--- config.mk ---
export PLATFORM = sky130hd
export DESIGN_NAME = image_stream_out
export DESIGN_NICKNAME = d
export VERILOG_FILES = /design/src/rtl/image_stream_out.sv
export SDC_FILE = /design/constraint.sdc
export NUM_CORES = 1
export LEC_CHECK = 0
export CAP_MARGIN = 30
export CORE_UTILIZATION = 50
export DETAILED_ROUTE_END_ITERATION = 10
export GPL_TIMING_DRIVEN = 0
export PLACE_DENSITY_LB_ADDON = 0.12
export SLEW_MARGIN = 20
export SYNTH_ARGS = -nofsm -noshare
export SYNTH_HDL_FRONTEND = slang
export SYNTH_SLANG_ARGS = --single-unit
--- constraint.sdc ---
create_clock -name clk -period 3.03 [get_ports clk]
set_input_delay 0.303 -clock clk [delete_from_list [all_inputs] [get_ports clk]]
set_output_delay 0.303 -clock clk [all_outputs]
set_load 0.05 [all_outputs]
--- src/rtl/image_stream_out.sv ---
// image_stream_out
//   Output stage behind the image processor. Processed RGB pixels arrive as
//   single-cycle strobes. They are buffered in a first-word-fall-through FIFO.
//   The FIFO is drained on a ready/valid stream that carries frame position
//   markers.
//
// Optional feature macro: FRAME_CHECKSUM_EN
//   When defined, a 16-bit wrapping sum of R+G+B over every transferred pixel
//   is reported once per frame on frame_checksum / checksum_valid.
//   When undefined, both of those outputs are tied to zero.
//
// Parameters
//   IMAGE_WIDTH   pixels per line
//   IMAGE_HEIGHT  lines per frame
//   FIFO_DEPTH    FIFO entries (power of two, >= 4)
//
// Ports
//   clk, rst          clock, synchronous active-high reset
//   pixel_in          24-bit {R,G,B} pixel, qualified by pixel_strobe_in
//   pixel_strobe_in   one-cycle pulse per new pixel
//   frame_done_in     one-cycle pulse after upstream's last pixel of a frame
//   m_data/m_valid/m_ready   output stream handshake
//   m_sof/m_eol/m_eof        start-of-frame / end-of-line / end-of-frame markers
//   fifo_level        current FIFO occupancy
//   overflow          sticky: a strobe arrived while the FIFO was full
//   frame_err         one-cycle pulse: wrong pixel count at frame_done_in
//   frame_checksum    per-frame checksum
//   checksum_valid    one-cycle pulse when frame_checksum updates
module image_stream_out #(
    parameter int IMAGE_WIDTH  = 512,
    parameter int IMAGE_HEIGHT = 512,
    parameter int FIFO_DEPTH   = 16
) (
    input  logic                          clk,
    input  logic                          rst,
    input  logic [23:0]                   pixel_in,
    input  logic                          pixel_strobe_in,
    input  logic                          frame_done_in,
    output logic [23:0]                   m_data,
    output logic                          m_valid,
    input  logic                          m_ready,
    output logic                          m_sof,
    output logic                          m_eol,
    output logic                          m_eof,
    output logic [$clog2(FIFO_DEPTH):0]   fifo_level,
    output logic                          overflow,
    output logic                          frame_err,
    output logic [15:0]                   frame_checksum,
    output logic                          checksum_valid
);

    localparam int AW           = $clog2(FIFO_DEPTH);
    localparam int CW           = (IMAGE_WIDTH  > 1) ? $clog2(IMAGE_WIDTH)  : 1;
    localparam int RW           = (IMAGE_HEIGHT > 1) ? $clog2(IMAGE_HEIGHT) : 1;
    localparam int FRAME_PIXELS = IMAGE_WIDTH * IMAGE_HEIGHT;
    // One spare bit so that a long frame can be told apart from a full one
    // before the counter saturates.
    localparam int ICW          = $clog2(FRAME_PIXELS + 1) + 1;

    localparam logic [CW-1:0]  COL_LAST  = CW'(IMAGE_WIDTH - 1);
    localparam logic [RW-1:0]  ROW_LAST  = RW'(IMAGE_HEIGHT - 1);
    localparam logic [AW:0]    LEVEL_MAX = (AW + 1)'(FIFO_DEPTH);
    localparam logic [ICW-1:0] CNT_FRAME = ICW'(FRAME_PIXELS);
    localparam logic [ICW-1:0] CNT_MAX   = '1;

    logic [23:0]    mem [FIFO_DEPTH];
    logic [AW-1:0]  wr_ptr_reg;
    logic [AW-1:0]  rd_ptr_reg;
    logic [AW:0]    level_reg;
    logic [CW-1:0]  col_reg;
    logic [RW-1:0]  row_reg;
    logic [ICW-1:0] in_cnt_reg;
    logic           overflow_reg;
    logic           frame_err_reg;

    logic full;
    logic wr_en;
    logic xfer;

    // Full is taken from the registered level only. A strobe that arrives
    // while the FIFO is full is therefore dropped, even if a read frees an
    // entry in the same cycle.
    assign full    = (level_reg == LEVEL_MAX);
    assign wr_en   = pixel_strobe_in && !full;
    assign m_valid = (level_reg != '0);
    assign xfer    = m_valid && m_ready;

    // Asynchronous read gives first-word-fall-through. Data is forced to
    // zero while empty, so that stale entries are never presented.
    assign m_data  = m_valid ? mem[rd_ptr_reg] : 24'd0;

    assign m_sof   = m_valid && (col_reg == '0) && (row_reg == '0);
    assign m_eol   = m_valid && (col_reg == COL_LAST);
    assign m_eof   = m_eol && (row_reg == ROW_LAST);

    assign fifo_level = level_reg;
    assign overflow   = overflow_reg;
    assign frame_err  = frame_err_reg;

    always_ff @(posedge clk) begin
        if (wr_en) begin
            mem[wr_ptr_reg] <= pixel_in;
        end
    end

    always_ff @(posedge clk) begin
        if (rst) begin
            wr_ptr_reg    <= '0;
            rd_ptr_reg    <= '0;
            level_reg     <= '0;
            col_reg       <= '0;
            row_reg       <= '0;
            in_cnt_reg    <= '0;
            overflow_reg  <= 1'b0;
            frame_err_reg <= 1'b0;
        end else begin
            if (wr_en) begin
                wr_ptr_reg <= wr_ptr_reg + 1'b1;
            end
            if (pixel_strobe_in && full) begin
                overflow_reg <= 1'b1;
            end
            if (xfer) begin
                rd_ptr_reg <= rd_ptr_reg + 1'b1;
            end
            if (wr_en && !xfer) begin
                level_reg <= level_reg + 1'b1;
            end else if (xfer && !wr_en) begin
                level_reg <= level_reg - 1'b1;
            end

            // Position of the head pixel moves only when it is handed off.
            // No resynchronisation is done against frame_done_in.
            if (xfer) begin
                if (col_reg == COL_LAST) begin
                    col_reg <= '0;
                    row_reg <= (row_reg == ROW_LAST) ? '0 : row_reg + 1'b1;
                end else begin
                    col_reg <= col_reg + 1'b1;
                end
            end

            // A strobe in the same cycle as frame_done_in belongs to the next
            // frame. The counter saturates, so very long frames cannot alias
            // back to a correct count.
            frame_err_reg <= frame_done_in && (in_cnt_reg != CNT_FRAME);
            if (frame_done_in) begin
                in_cnt_reg <= pixel_strobe_in ? ICW'(1) : '0;
            end else if (pixel_strobe_in && (in_cnt_reg != CNT_MAX)) begin
                in_cnt_reg <= in_cnt_reg + 1'b1;
            end
        end
    end

`ifdef FRAME_CHECKSUM_EN
    logic [15:0] acc_reg;
    logic [15:0] checksum_reg;
    logic        checksum_valid_reg;
    logic [15:0] pix_sum;

    assign pix_sum = 16'(m_data[23:16]) + 16'(m_data[15:8]) + 16'(m_data[7:0]);

    always_ff @(posedge clk) begin
        if (rst) begin
            acc_reg            <= '0;
            checksum_reg       <= '0;
            checksum_valid_reg <= 1'b0;
        end else begin
            checksum_valid_reg <= 1'b0;
            if (xfer) begin
                if (m_eof) begin
                    checksum_reg       <= acc_reg + pix_sum;
                    checksum_valid_reg <= 1'b1;
                    acc_reg            <= '0;
                end else begin
                    acc_reg <= acc_reg + pix_sum;
                end
            end
        end
    end

    assign frame_checksum = checksum_reg;
    assign checksum_valid = checksum_valid_reg;
`else
    assign frame_checksum = 16'd0;
    assign checksum_valid = 1'b0;
`endif

endmodule

==> results.yml <==
status:
  status: "complete, no violations"
layout:
  n_antenna_cell: 0
  layout_common_cells: "edfxtp_1, mux4_2, dfxtp_1"
  largest_register_ffs: 384
  final_common_cell: "edfxtp_1"
  multiInputGateArea_um2: 4720
  drive_above_1_share_pct: 25.7
  final_nets: 1149
  final_util_pct: 60.2
  register_area_um2: 12700
  area_growth_pct: 18.2
  fillers: 2579
logic_synthesis:
  synth_top_family_by_area: "multiplexers"
  netlist_instances: 954
  ys_seq_area_share_pct: 72.0
  synth-simple-area-share_pct: 4.91
  synth_xor_area_share_pct: 1.59
  synth_compound_area_share_pct: 2.59
  synth_area_leaders: "edfxtp_1, mux4_2, dfxtp_1"
  synth-async-reset-ratio_pct: 0
  mappedNetlistArea_um2: 17600
  ys_warn_count: 0
  synthMuxAreaShare_pct: 15.1
  syn_avg_cell_area_um2: 18.4
  yosys_most_used_dff: "edfxtp_1"
  synthAdderAreaFrac_pct: 1.32
  yosysTopAreaCellShare_pct: 65.5
  yosysTopAreaCell: "edfxtp_1"
  yosys_register_bits: 441
  synth_cell_types: 49
  synth_edf_count: 384
global_routing:
  grt_pass1_wl_mm: 56.3
  first_global_vias: 8929
  grt_max_degree: 20
  grt_remaining_overflow: 0
  antenna_found_initial: 0
  grt_usage_pct: 21.6
critical_path:
  critPathKind: "reg2out"
  worst-r2r-cell-count: 12
  start_kind: "flip-flop"
  arrival_ns: 2.67
  path_buf_inv: 4
  crit_end: "m_data[0]"
  critPathCaptureType: "primary output"
  worst-path-max-fanout: 10
  timing.rr.end: "fifo_level[4]$_SDFFE_PP0P_"
  r2r_slack_ns: 0.20
  r2r-start: "fifo_level[3]$_SDFFE_PP0P_"
  cp_cell_sequence: "buf_2 -> buf_8 -> buf_8 -> mux4_2 -> mux2i_1 -> o22ai_1 -> clkdlybuf4s15_2"
  worst_path_max_delay_cell: "mux4_2"
  path_delay_family: "buffers and inverters"
  slowest_delay_ns: 0.51
  path_depth: 7
  cp.required_ns: 2.73
  cp_common_cell: "buf_8"
clock_network:
  clock_latency_ns: 0.56
  htree_levels: 2
  path_clk_slew_ns: 0.06
  cts_tree: "built"
  clock_sinks: 441
  numCtsBuffers: 45
  cts_root_buf: "clkbuf_16"
  max-clock-path-buffers: 3
job:
  timing.max_cap.violations: 0
timing:
  drv_slew: 0
  min_period_over_period_pct: 98.1
  worst_slew_margin_rel_pct: 49.9
  fmax_mhz: 336
  finalHoldViolCount: 0
  setup_viol: 0
  finClkSkew_ns: 0.0258
  min_period_ns: 2.97
  worstMarginPinSlew_ns: 0.751
  rsz0062_at_grt: "yes"
  setup_slack_ns: 0.0566
power:
  ir_drop_v: 0.000592
  leakagePower_nw: 6.69
  powerDensity_nw_per_um2: 832
placed_design:
  post-place-ws_ns: -0.163
  io_buffers: 62
  hpwl_mm: 24.0
  gp_congestion: 0.814
detailed_routing:
  drtIter0Drc: 677
  avgViaCountPerCell: 5.72
  wl_per_cell_um: 23.6
  final_antenna_net_count: 0
  drc_errors: 0
  via_count: 9117
  drtPass1Iterations: 5
  routed_wl_mm: 37.6
floorplanning:
  dieArea_um2: 35900
  core_um2: 34500
  boundaryPins: 81
  start_util_pct: 50.9
  dieHeight_um: 190
  rows: 68
  die_x_um: 190
hold_path:
  hold_path_class: "in2reg"
cell usage after synthesis, types with 2 or more instances:
library cell,instances
a21boi_2,3
a21o_1,2
a21oi_1,22
a31o_2,2
a31oi_1,2
and2_1,2
and3_1,10
and4_1,6
buf_2,19
buf_4,24
clkbuf_1,19
dfxtp_1,57
edfxtp_1,384
ha_1,17
inv_1,15
mux2i_1,50
mux4_2,96
nand2_1,26
nand2b_1,3
nand3_1,9
nand3b_1,2
nand4_1,10
nand4_2,2
nor2_1,54
nor3_1,15
nor3b_1,3
nor4_1,11
nor4b_1,2
o21ai_0,9
o22ai_1,24
or3_1,6
xnor2_1,19
xor2_1,13
where the power goes:
part           total (W)  internal (W)  switching (W)
Combinational    0.00513       0.00195        0.00318
Sequential       0.00695       0.00683       0.000120
Clock            0.00523       0.00301        0.00222
routing by layer:
layer | vias to the layer above | part of all wire, % | GRT usage (%) | wire, µm
met5 | - | 0 | 0 | 0
met4 | 0 | 1.7 | 5.33 | 640
met3 | 43 | 5.9 | 4.48 | 2240
met2 | 262 | 48 | 34.6 | 18200
met1 | 4721 | 44 | 30.6 | 16500
li1 | 4091 | - | - | -
cell families after synthesis:
kind of cell	after synthesis
AOI/OAI and AO/OA	71
and+or+nand+nor	165
adders and majority gates	18
xor gates and xnor gates	32
muxes	146
buffers and inverters	80
DFF	441
other	1
worst min-delay path by stage:
stage	startpoint	end	slack, ns	cells after the start
3_3_place_gp	overflow$_SDFFE_PP0P_	overflow$_SDFFE_PP0P_	0.45	2
4_1_cts	rst	row_reg[8]$_SDFFE_PP0P_	0.05	2
5_1_grt	rst	row_reg[8]$_SDFFE_PP0P_	0.09	2
2_1_floorplan	pixel_in[0]	mem[0][0]$_DFFE_PP_	0.40	0
3_5_place_dp	overflow$_SDFFE_PP0P_	overflow$_SDFFE_PP0P_	0.46	2
6_report	rst	row_reg[8]$_SDFFE_PP0P_	0.07	2
layout make-up:
type	count	share of cell area, %
Multi-Input combinational cell	449	22.7
Clock buffer	61	6.10
Clock inverter	23	0.614
Sequential cell	441	60.9
Inverter	16	0.289
Timing Repair Buffer	85	4.55
Tap cell	455	2.74
Buffer	64	2.09
through the flow:
step                hold slack [ns]  power [W]  setup TNS, ns  cells  instance area [µm²]
finish                       0.0729     0.0173              0   1594                20800
global route                 0.0884     0.0180        -0.0934   1594                20800
CTS                          0.0547     0.0175         -0.725   1594                20800
global placement              0.450     0.0123        -511.79   1487                18900
floorplan                     0.402     0.0107              0    970                17700
detailed placement            0.463     0.0124          -1.25   1509                19400
timing repair:
| action | 4_1_cts | 5_1_grt |
|---|---|---|
| pin swaps | 1 | 1 |
| hold buffers | 0 | 0 |
| endpoints found under the setup margin | 26 | 17 |
| cloned | 0 | 0 |
| hold endpoints to repair | 0 | 0 |
| gates resized for setup | 112 | 41 |
| buffers inserted | 1 | 0 |
Note: power is estimated with default switching activity, not from simulation.
